$ cat src/rtl/alarm_pkg.sv
// Shared types and default timing for the alarm chime sequencer.
// The ESCALATED encoding is only reached when ALARM_CHIME_ESCALATE_EN is defined.
package alarm_pkg;

    localparam int BEEP_W              = 4;
    localparam int DEF_DEBOUNCE_CYCLES = 4;
    localparam int DEF_ON_CYCLES       = 8;
    localparam int DEF_OFF_CYCLES      = 8;
    localparam int DEF_MAX_BEEPS       = 5;
    localparam int DEF_CNT_W           = 8;

    typedef enum logic [2:0] {
        IDLE      = 3'd0,
        CHIME_ON  = 3'd1,
        CHIME_OFF = 3'd2,
        MUTED     = 3'd3,
        ESCALATED = 3'd4
    } alarm_state_e;

    function automatic logic [BEEP_W-1:0] sat_inc(input logic [BEEP_W-1:0] v,
                                                  input logic [BEEP_W-1:0] lim);
        return (v >= lim) ? lim : v + 1'b1;
    endfunction

endpackage

$ cat src/rtl/alarm_sync2.sv
// Two-flop synchroniser for a slow asynchronous level (alarm, door, ignition).
module alarm_sync2 (
    input  logic clk,
    input  logic rst,
    input  logic i_async,
    output logic o_sync
);

    logic [1:0] r_sync;

    always_ff @(posedge clk or posedge rst) begin
        if (rst) begin
            r_sync <= '0;
        end else begin
            r_sync <= {r_sync[0], i_async};
        end
    end

    assign o_sync = r_sync[1];

endmodule

$ cat src/rtl/alarm_chime_sequencer.sv
// Debounces the synchronised alarm level and drives a timed beep pattern on the buzzer.
// Optional macro ALARM_CHIME_ESCALATE_EN: unacknowledged expiry holds the buzzer on (ESCALATED).
module alarm_chime_sequencer
    import alarm_pkg::*;
#(
    parameter int DEBOUNCE_CYCLES = DEF_DEBOUNCE_CYCLES,
    parameter int ON_CYCLES       = DEF_ON_CYCLES,
    parameter int OFF_CYCLES      = DEF_OFF_CYCLES,
    parameter int MAX_BEEPS       = DEF_MAX_BEEPS,
    parameter int CNT_W           = DEF_CNT_W
) (
    input  logic              clk,
    input  logic              reset,
    input  logic              CarAlarmSignal,
    input  logic              AckButton,
    output logic              BuzzerOn,
    output logic              ChimeActive,
    output logic              Muted,
    output logic [BEEP_W-1:0] BeepCount
);

    localparam logic [CNT_W-1:0]  DEB_LAST = CNT_W'(DEBOUNCE_CYCLES - 1);
    localparam logic [CNT_W-1:0]  ON_LAST  = CNT_W'(ON_CYCLES - 1);
    localparam logic [CNT_W-1:0]  OFF_LAST = CNT_W'(OFF_CYCLES - 1);
    localparam logic [BEEP_W-1:0] MAX_B    = BEEP_W'(MAX_BEEPS);
`ifdef ALARM_CHIME_ESCALATE_EN
    localparam alarm_state_e EXPIRY_STATE = ESCALATED;
`else
    localparam alarm_state_e EXPIRY_STATE = MUTED;
`endif

    logic              w_alarm_s;
    alarm_state_e      r_state, w_state_next;
    logic [CNT_W-1:0]  r_cnt, w_cnt_next;
    logic [BEEP_W-1:0] r_beep, w_beep_next;
    logic              r_buzzer, r_active, r_muted;
    logic              w_buzzer_next, w_active_next, w_muted_next;

    alarm_sync2 u_sync (
        .clk     (clk),
        .rst     (reset),
        .i_async (CarAlarmSignal),
        .o_sync  (w_alarm_s)
    );

    // Priority inside each chiming state: alarm drop, then ack, then phase expiry.
    always_comb begin
        w_state_next = r_state;
        w_cnt_next   = r_cnt;
        w_beep_next  = r_beep;
        case (r_state)
            IDLE: begin
                if (!w_alarm_s) begin
                    w_cnt_next = '0;
                end else if (r_cnt == DEB_LAST) begin
                    w_state_next = CHIME_ON;
                    w_cnt_next   = '0;
                    w_beep_next  = '0;
                end else begin
                    w_cnt_next = r_cnt + 1'b1;
                end
            end
            CHIME_ON: begin
                if (!w_alarm_s) begin
                    w_state_next = IDLE;
                    w_cnt_next   = '0;
                end else if (AckButton) begin
                    w_state_next = MUTED;
                    w_cnt_next   = '0;
                end else if (r_cnt == ON_LAST) begin
                    w_state_next = CHIME_OFF;
                    w_cnt_next   = '0;
                    w_beep_next  = sat_inc(r_beep, MAX_B);
                end else begin
                    w_cnt_next = r_cnt + 1'b1;
                end
            end
            CHIME_OFF: begin
                if (!w_alarm_s) begin
                    w_state_next = IDLE;
                    w_cnt_next   = '0;
                end else if (AckButton) begin
                    w_state_next = MUTED;
                    w_cnt_next   = '0;
                end else if (r_cnt == OFF_LAST) begin
                    w_state_next = (r_beep == MAX_B) ? EXPIRY_STATE : CHIME_ON;
                    w_cnt_next   = '0;
                end else begin
                    w_cnt_next = r_cnt + 1'b1;
                end
            end
            MUTED: begin
                if (!w_alarm_s) begin
                    w_state_next = IDLE;
                    w_cnt_next   = '0;
                end
            end
`ifdef ALARM_CHIME_ESCALATE_EN
            ESCALATED: begin
                if (!w_alarm_s) begin
                    w_state_next = IDLE;
                    w_cnt_next   = '0;
                end else if (AckButton) begin
                    w_state_next = MUTED;
                end
            end
`endif
            default: begin
                w_state_next = IDLE;
                w_cnt_next   = '0;
            end
        endcase
    end

    always_comb begin
        w_buzzer_next = (w_state_next == CHIME_ON);
        w_active_next = (w_state_next == CHIME_ON) || (w_state_next == CHIME_OFF);
        w_muted_next  = (w_state_next == MUTED);
`ifdef ALARM_CHIME_ESCALATE_EN
        if (w_state_next == ESCALATED) begin
            w_buzzer_next = 1'b1;
            w_active_next = 1'b1;
        end
`endif
    end

    always_ff @(posedge clk or posedge reset) begin
        if (reset) begin
            r_state  <= IDLE;
            r_cnt    <= '0;
            r_beep   <= '0;
            r_buzzer <= 1'b0;
            r_active <= 1'b0;
            r_muted  <= 1'b0;
        end else begin
            r_state  <= w_state_next;
            r_cnt    <= w_cnt_next;
            r_beep   <= w_beep_next;
            r_buzzer <= w_buzzer_next;
            r_active <= w_active_next;
            r_muted  <= w_muted_next;
        end
    end

    assign BuzzerOn    = r_buzzer;
    assign ChimeActive = r_active;
    assign Muted       = r_muted;
    assign BeepCount   = r_beep;

endmodule

$ cat config.mk
export PLATFORM = sky130hd
export DESIGN_NAME = alarm_chime_sequencer
export DESIGN_NICKNAME = d
export VERILOG_FILES = /design/src/rtl/alarm_pkg.sv /design/src/rtl/alarm_sync2.sv /design/src/rtl/alarm_chime_sequencer.sv
export SDC_FILE = /design/constraint.sdc
export NUM_CORES = 1
export LEC_CHECK = 0
export CORE_MARGIN = 3
export CORE_UTILIZATION = 55
export DETAILED_ROUTE_END_ITERATION = 16
export HOLD_SLACK_MARGIN = 0.15
export PLACE_DENSITY = 0.74
export SLEW_MARGIN = 20
export SYNTH_ARGS = -nofsm -noshare
export SYNTH_HDL_FRONTEND = slang
export SYNTH_SLANG_ARGS = --single-unit
export TNS_END_PERCENT = 30
$ cat constraint.sdc
create_clock -name clk -period 4.05 [get_ports clk]
set_clock_uncertainty 0.05 [all_clocks]
set_input_delay 0.6075 -clock clk [delete_from_list [all_inputs] [get_ports clk]]
set_output_delay 0.6075 -clock clk [all_outputs]
set_load 0.005 [all_outputs]
==> Word level (Yosys, flattened, before mapping) <==
Cells that the tools add are included.
{ "classes": {"n_addsub": 2, "n_lt_le_gt_ge": 1, "eq_ne": 15, "n_mux": 25, "n_reduce_logical": 5} }
{ "ops": {"columns": ["operator", "n"], "rows": [
  ["$mux W8", 6],
  ["$mux W3", 9],
  ["$mux W4", 6],
  ["$pmux W8 S3", 1],
  ["$eq A3 B2 Y1 const B", 4],
  ["$pmux W3 S4", 1],
  ["$add A8 B1 Y8 const B", 1],
  ["$eq A8 B2 Y1 const B", 1],
  ["$eq A8 B3 Y1 const B", 1],
  ["$ne A2 B2 Y1 const B", 4],
  ["$pmux W4 S2", 1],
  ["$eq A3 B1 Y1 const B", 2],
  ["$reduce_and A6 Y1", 1],
  ["$add A4 B1 Y4 const B", 1],
  ["$eq A4 B3 Y1 const B", 1],
  ["$ge A4 B3 Y1 const B", 1],
  ["$ne A2 B1 Y1 const B", 2],
  ["$logic_not A3 Y1", 1],
  ["$mux W2", 1],
  ["$reduce_bool A2 Y1", 1],
  ["$reduce_or A2 Y1", 1],
  ["$logic_or A1 B1 Y1", 1]
]} }
{ "word_totals": {"ff_bits": 20, "in_bits": 4, "output_inout_bits": 7, "elab_cells": 55} }

==> Longest topological paths before layout <==
{ "depth": {"ltp_word": 8, "depth_mapped": 7, "mapped_depth_nobuf": 7} }

==> Cells and area by module <==
From an unflattened synthesis, not the netlist that was laid out.
{ "hier_totals": {"cells_unflattened": 122, "hier_area_um2": 1136.1} }
{ "by_module_without_submodules": {"columns": ["mod", "instances", "cells_each", "area_each_um2", "seq_area_each_um2"], "rows": [
  ["alarm_chime_sequencer", 1, 119, 1082.3, 450.4],
  ["alarm_sync2", 1, 3, 53.8, 50.0]
]} }

==> Least setup slack after synthesis <==
No wires, ideal clock.
{ "synth_path": {"path_type": "register to register", "start": "reg r_cnt[5]", "end": "reg r_active (netlist: ChimeActive)", "setup_time_ps": 140, "t_arrival_ps": 2039, "required_ps": 3860, "slack_ps": 1821, "path_stages_with_launch": 6, "n_path_buf": 0, "period_less_slack_ps": 2229, "path_cell_list": "dfrtp_1 -> or4_4 -> or3b_4 -> or3_1 -> a31o_1 -> mux2i_1"} }
{ "synth_between": {"elab_chain_len": 7, "word_cells_on_any_way": 14, "cone_classes": "eq/ne: 4; mux: 9; reduce/logical: 1"} }
{ "synth_rtl": {"columns": ["element", "line_no", "rtl"], "rows": [
  ["start: declaration", "alarm_chime_sequencer.sv:34", "logic [CNT_W-1:0] r_cnt, w_cnt_next;"],
  ["start signal: assignment", "alarm_chime_sequencer.sv:137", "r_cnt <= w_cnt_next;"],
  ["$eq A8 B3 Y1", "alarm_chime_sequencer.sv:70, alarm_chime_sequencer.sv:85", null],
  ["$mux W3 (on tied branches)", "alarm_chime_sequencer.sv:85, alarm_chime_sequencer.sv:70", null],
  ["$mux W3 (on tied branches)", "alarm_chime_sequencer.sv:82, alarm_chime_sequencer.sv:67", null],
  ["$mux W3 (on tied branches)", "alarm_chime_sequencer.sv:79, alarm_chime_sequencer.sv:64", null],
  ["$pmux W3 S4 *", "alarm_chime_sequencer.sv:51", "case (r_state)"],
  ["$eq A3 B1 Y1 or $eq A3 B2 Y1 (tied branches)", "alarm_chime_sequencer.sv:117", "w_active_next = (w_state_next == CHIME_ON) || (w_state_next == CHIME_OFF);"],
  ["$logic_or A1 B1 Y1 *", "alarm_chime_sequencer.sv:117", null],
  ["via w_active_next", "alarm_chime_sequencer.sv:37", "logic w_buzzer_next, w_active_next, w_muted_next;"],
  ["end signal: assignment", "alarm_chime_sequencer.sv:140", "r_active <= w_active_next;"],
  ["end: declaration", "alarm_chime_sequencer.sv:36", "logic r_buzzer, r_active, r_muted;"]
]} }
The timed path passes the listed nets; every way through them passes the cells marked *.
A chain may end at the register's enable or synchronous reset.

==> Final worst setup path <==
Same ends and word-level chain as after synthesis.

==> impl_metrics.ini <==
[setup_path]
critPathRequiredTime_ns = 4.16
worst_setup_path_end_kind = register
worstSetupStartpointType = register
max_stage_delay_ns = 0.57
endpoint_of_the_worst_register_to_register_path = ChimeActive
worst-path-buf-inv = 0
r2r.worst_path.cells = 5
critical_setup_path_kind = reg -> reg
r2r_startpoint = r_cnt[5]
timing.critical_path.arrival_ns = 2.45
reg2reg_setup_slack_ns = 1.70
worstPathCellList = or4_4 > or3b_4 > or3_1 > a31o_1 > mux2i_1
crit_path_top_delay_cell = sky130_fd_sc_hd__or4_4
critical_path_peak_fanout = 6
worst_path_dominant_cell_family = simple AND/OR/NAND/NOR gates

[layout]
design.final.nets = 141
drive_above_1_share = 0.0763
area_growth_pct = 11.6
layout.cells.most_common_list = sky130_fd_sc_hd__dfrtp_1, sky130_fd_sc_hd__nand2_1, sky130_fd_sc_hd__nor2_1, sky130_fd_sc_hd__o21ai_0, sky130_fd_sc_hd__clkdlybuf4s50_1
most_frequent_standard_cell_in_the_layout_excluding_fill_and_tap_cells = sky130_fd_sc_hd__dfrtp_1
postLayoutCellArea_sq_um = 1250
final_util = 0.689
num_antenna_cells = 0

[die]
dieArea_sq_um = 2620
dieWidth_um = 51.2
io-pin-count = 11
initial_core_utilization = 0.617
fp.coreArea_sq_um = 1820
floorplan.rows = 15
die-height_um = 51.2

[clock_tree]
cts_tree = yes
cts.htree.levels = 1
numCtsBuffers = 3
cts_max_path_buffers = 2
cts_hold_repair.buffers = 0
clk_pin_slew_ns = 0.10
cts_root_buffer = sky130_fd_sc_hd__clkbuf_4
cts-resized-gates = 0
insertion_delay_ns = 0.29
cts_post_setup_buffers_inserted = 0
clock-sinks = 20

[sta]
report.final.hold_viol_count = 0
finalSetupTns_ns = 0
finalSetupViolCount = 0
rsz_0062_raised_after_global_routing = no
timing_max_transition_violations_final = 0
worst_pin_slew_ns = 0.743
slew_headroom = 0.504
post-route-period-util = 0.579
max_clock_freq_ghz = 0.426
min_period_ns = 2.35

[yosys]
synthesis.area_sq_um = 1120
yosys_warnings = 0
synth_area_leaders = sky130_fd_sc_hd__dfrtp_1, sky130_fd_sc_hd__ha_1, sky130_fd_sc_hd__o21ai_0
yosysSeqAreaShare = 0.445
yosys_most_used_dff = sky130_fd_sc_hd__dfrtp_1
syn-mean-instance-area_sq_um = 9.06
postSynthNetCount = 132
synth_top_cell_area_share = 0.445
synth_edf_count = 0
synth_async_sr_flop_share = 1.00
netlist_instances = 124
synth_cell_type_count = 40
synth_top_cell_by_area = sky130_fd_sc_hd__dfrtp_1
post_synthesis_register_bit_count = 20

[pwr]
irDropWorstVdd_mv = 0.199
clock_power_share = 0.260
switchingPower_uw = 82.9
power_frac_seq = 0.625
power_density_nw_per_um2 = 274
power_report.internal_total_uw = 261
power.share.switching = 0.241
totalPowerFinal_uw = 344
leakage_nw = 0.569
power_frac_comb = 0.114

[drt]
drt_pre_antenna_iters = 4
drt_iter0_drc = 20
routedWlPerCell_um = 13.4
route.antenna.remaining_nets = 0
drt-vias-per-instance = 5.67
num_vias = 885
drt_drc_violations_left = 0
wirelength_mm = 2.09

[grt]
first_global_vias = 879
grt_first_pass_wirelength_mm = 4.01
track_usage = 0.203
grt_antenna_before_repair = 0
grt_start_max_net_pins = 21
grt-ovfl-total = 0

[min_path]
hp-start = u_sync.r_sync[0]
min_to = u_sync.r_sync[1]
timing.hold.worst_path_depth = 0
min_path_type = reg -> reg

[place]
finalWeightedCongestion = 0.926
dp_hpwl_mm = 1.54
port-buffer-count = 10
detailed_place.area_sq_um = 1230

[status]
status = completed

[run]
drv.max_cap_violation_count = 0
==> through the flow <==
stage	hold WS, ns	instances	worst slack, ns
after floorplan	0.281	124	1.82
after global placement	0.282	153	1.74
after detailed placement	0.296	153	1.68
after CTS	0.323	156	1.69
after global routing	0.344	156	1.50
final	0.317	156	1.70
==> power groups by stage <==
stage / Sequential [mW] / Clock, mW / Combinational, mW
5_1_grt: 0.217 / 0.102 / 0.0461
3_3_place_gp: 0.219 / 0 / 0.0390
4_1_cts: 0.215 / 0.0955 / 0.0401
6_report: 0.215 / 0.0895 / 0.0394
2_1_floorplan: 0.218 / 0 / 0.0219
3_5_place_dp: 0.219 / 0 / 0.0401
==> registers in the layout, indices dropped and copies added (netlist names) <==
register       cells
BuzzerOn           1
r_cnt              8
Muted              1
ChimeActive        1
u_sync.r_sync      2
r_state            3
BeepCount          4
==> logic make-up after synthesis <==
logic type | share of synthesized area
XOR/XNOR | 0.0156
flip-flops | 0.445
AO/OA/AOI/OAI | 0.154
AND/OR/NAND/NOR | 0.274
multiplexers | 0.0189
other | 0.00334
buffers and inverters | 0.0445
adder cells (fa/ha/maj) | 0.0445
==> how the worst max path moves through the flow <==
stage	startpoint	end	slack, ns	depth (start not counted)
finish	r_cnt[5]	ChimeActive	1.70	5
CTS	r_cnt[5]	ChimeActive	1.69	5
detailed placement	AckButton	r_cnt[3]	1.68	6
floorplan	r_cnt[5]	ChimeActive	1.82	5
global route	r_cnt[5]	ChimeActive	1.50	5
global placement	r_cnt[5]	ChimeActive	1.74	5
==> final cells by class <==
cell class / instances / area, sq um
clock buffer: 3 / 22.5
fill: 148 / 567
inverter: 7 / 26.3
multi-input combinational: 91 / 573
sequential: 20 / 500
tap: 25 / 31.3
timing repair buffer: 10 / 100
==> worst reg2reg max path, delay by kind of cell (launching register included) <==
kind	cells	cell delay (ns)
AND/OR/NAND/NOR	3	1.33
flip-flops	1	0.45
AO/OA/AOI/OAI	1	0.26
multiplexers	1	0.13
==> synth_stat cells (2+ instances only) <==
cell / number
sky130_fd_sc_hd__a21oi_1: 6
sky130_fd_sc_hd__a221o_1: 2
sky130_fd_sc_hd__a22oi_1: 2
sky130_fd_sc_hd__and3_1: 5
sky130_fd_sc_hd__clkbuf_1: 4
sky130_fd_sc_hd__dfrtp_1: 20
sky130_fd_sc_hd__ha_1: 4
sky130_fd_sc_hd__inv_1: 7
sky130_fd_sc_hd__nand2_1: 11
sky130_fd_sc_hd__nand3_1: 6
sky130_fd_sc_hd__nand4_1: 2
sky130_fd_sc_hd__nor2_1: 10
sky130_fd_sc_hd__nor2b_1: 2
sky130_fd_sc_hd__nor3_1: 7
sky130_fd_sc_hd__o21ai_0: 10
sky130_fd_sc_hd__or2_2: 2
==> per-layer routing <==
layer,part of all wire,wire length (um),global-route usage
met1,0.49,1030,0.283
met2,0.45,947,0.313
met3,0.038,80,0.0437
met4,0.015,31,0.0628
met5,0,0,0
Note: power is estimated with default switching activity, not from simulation.
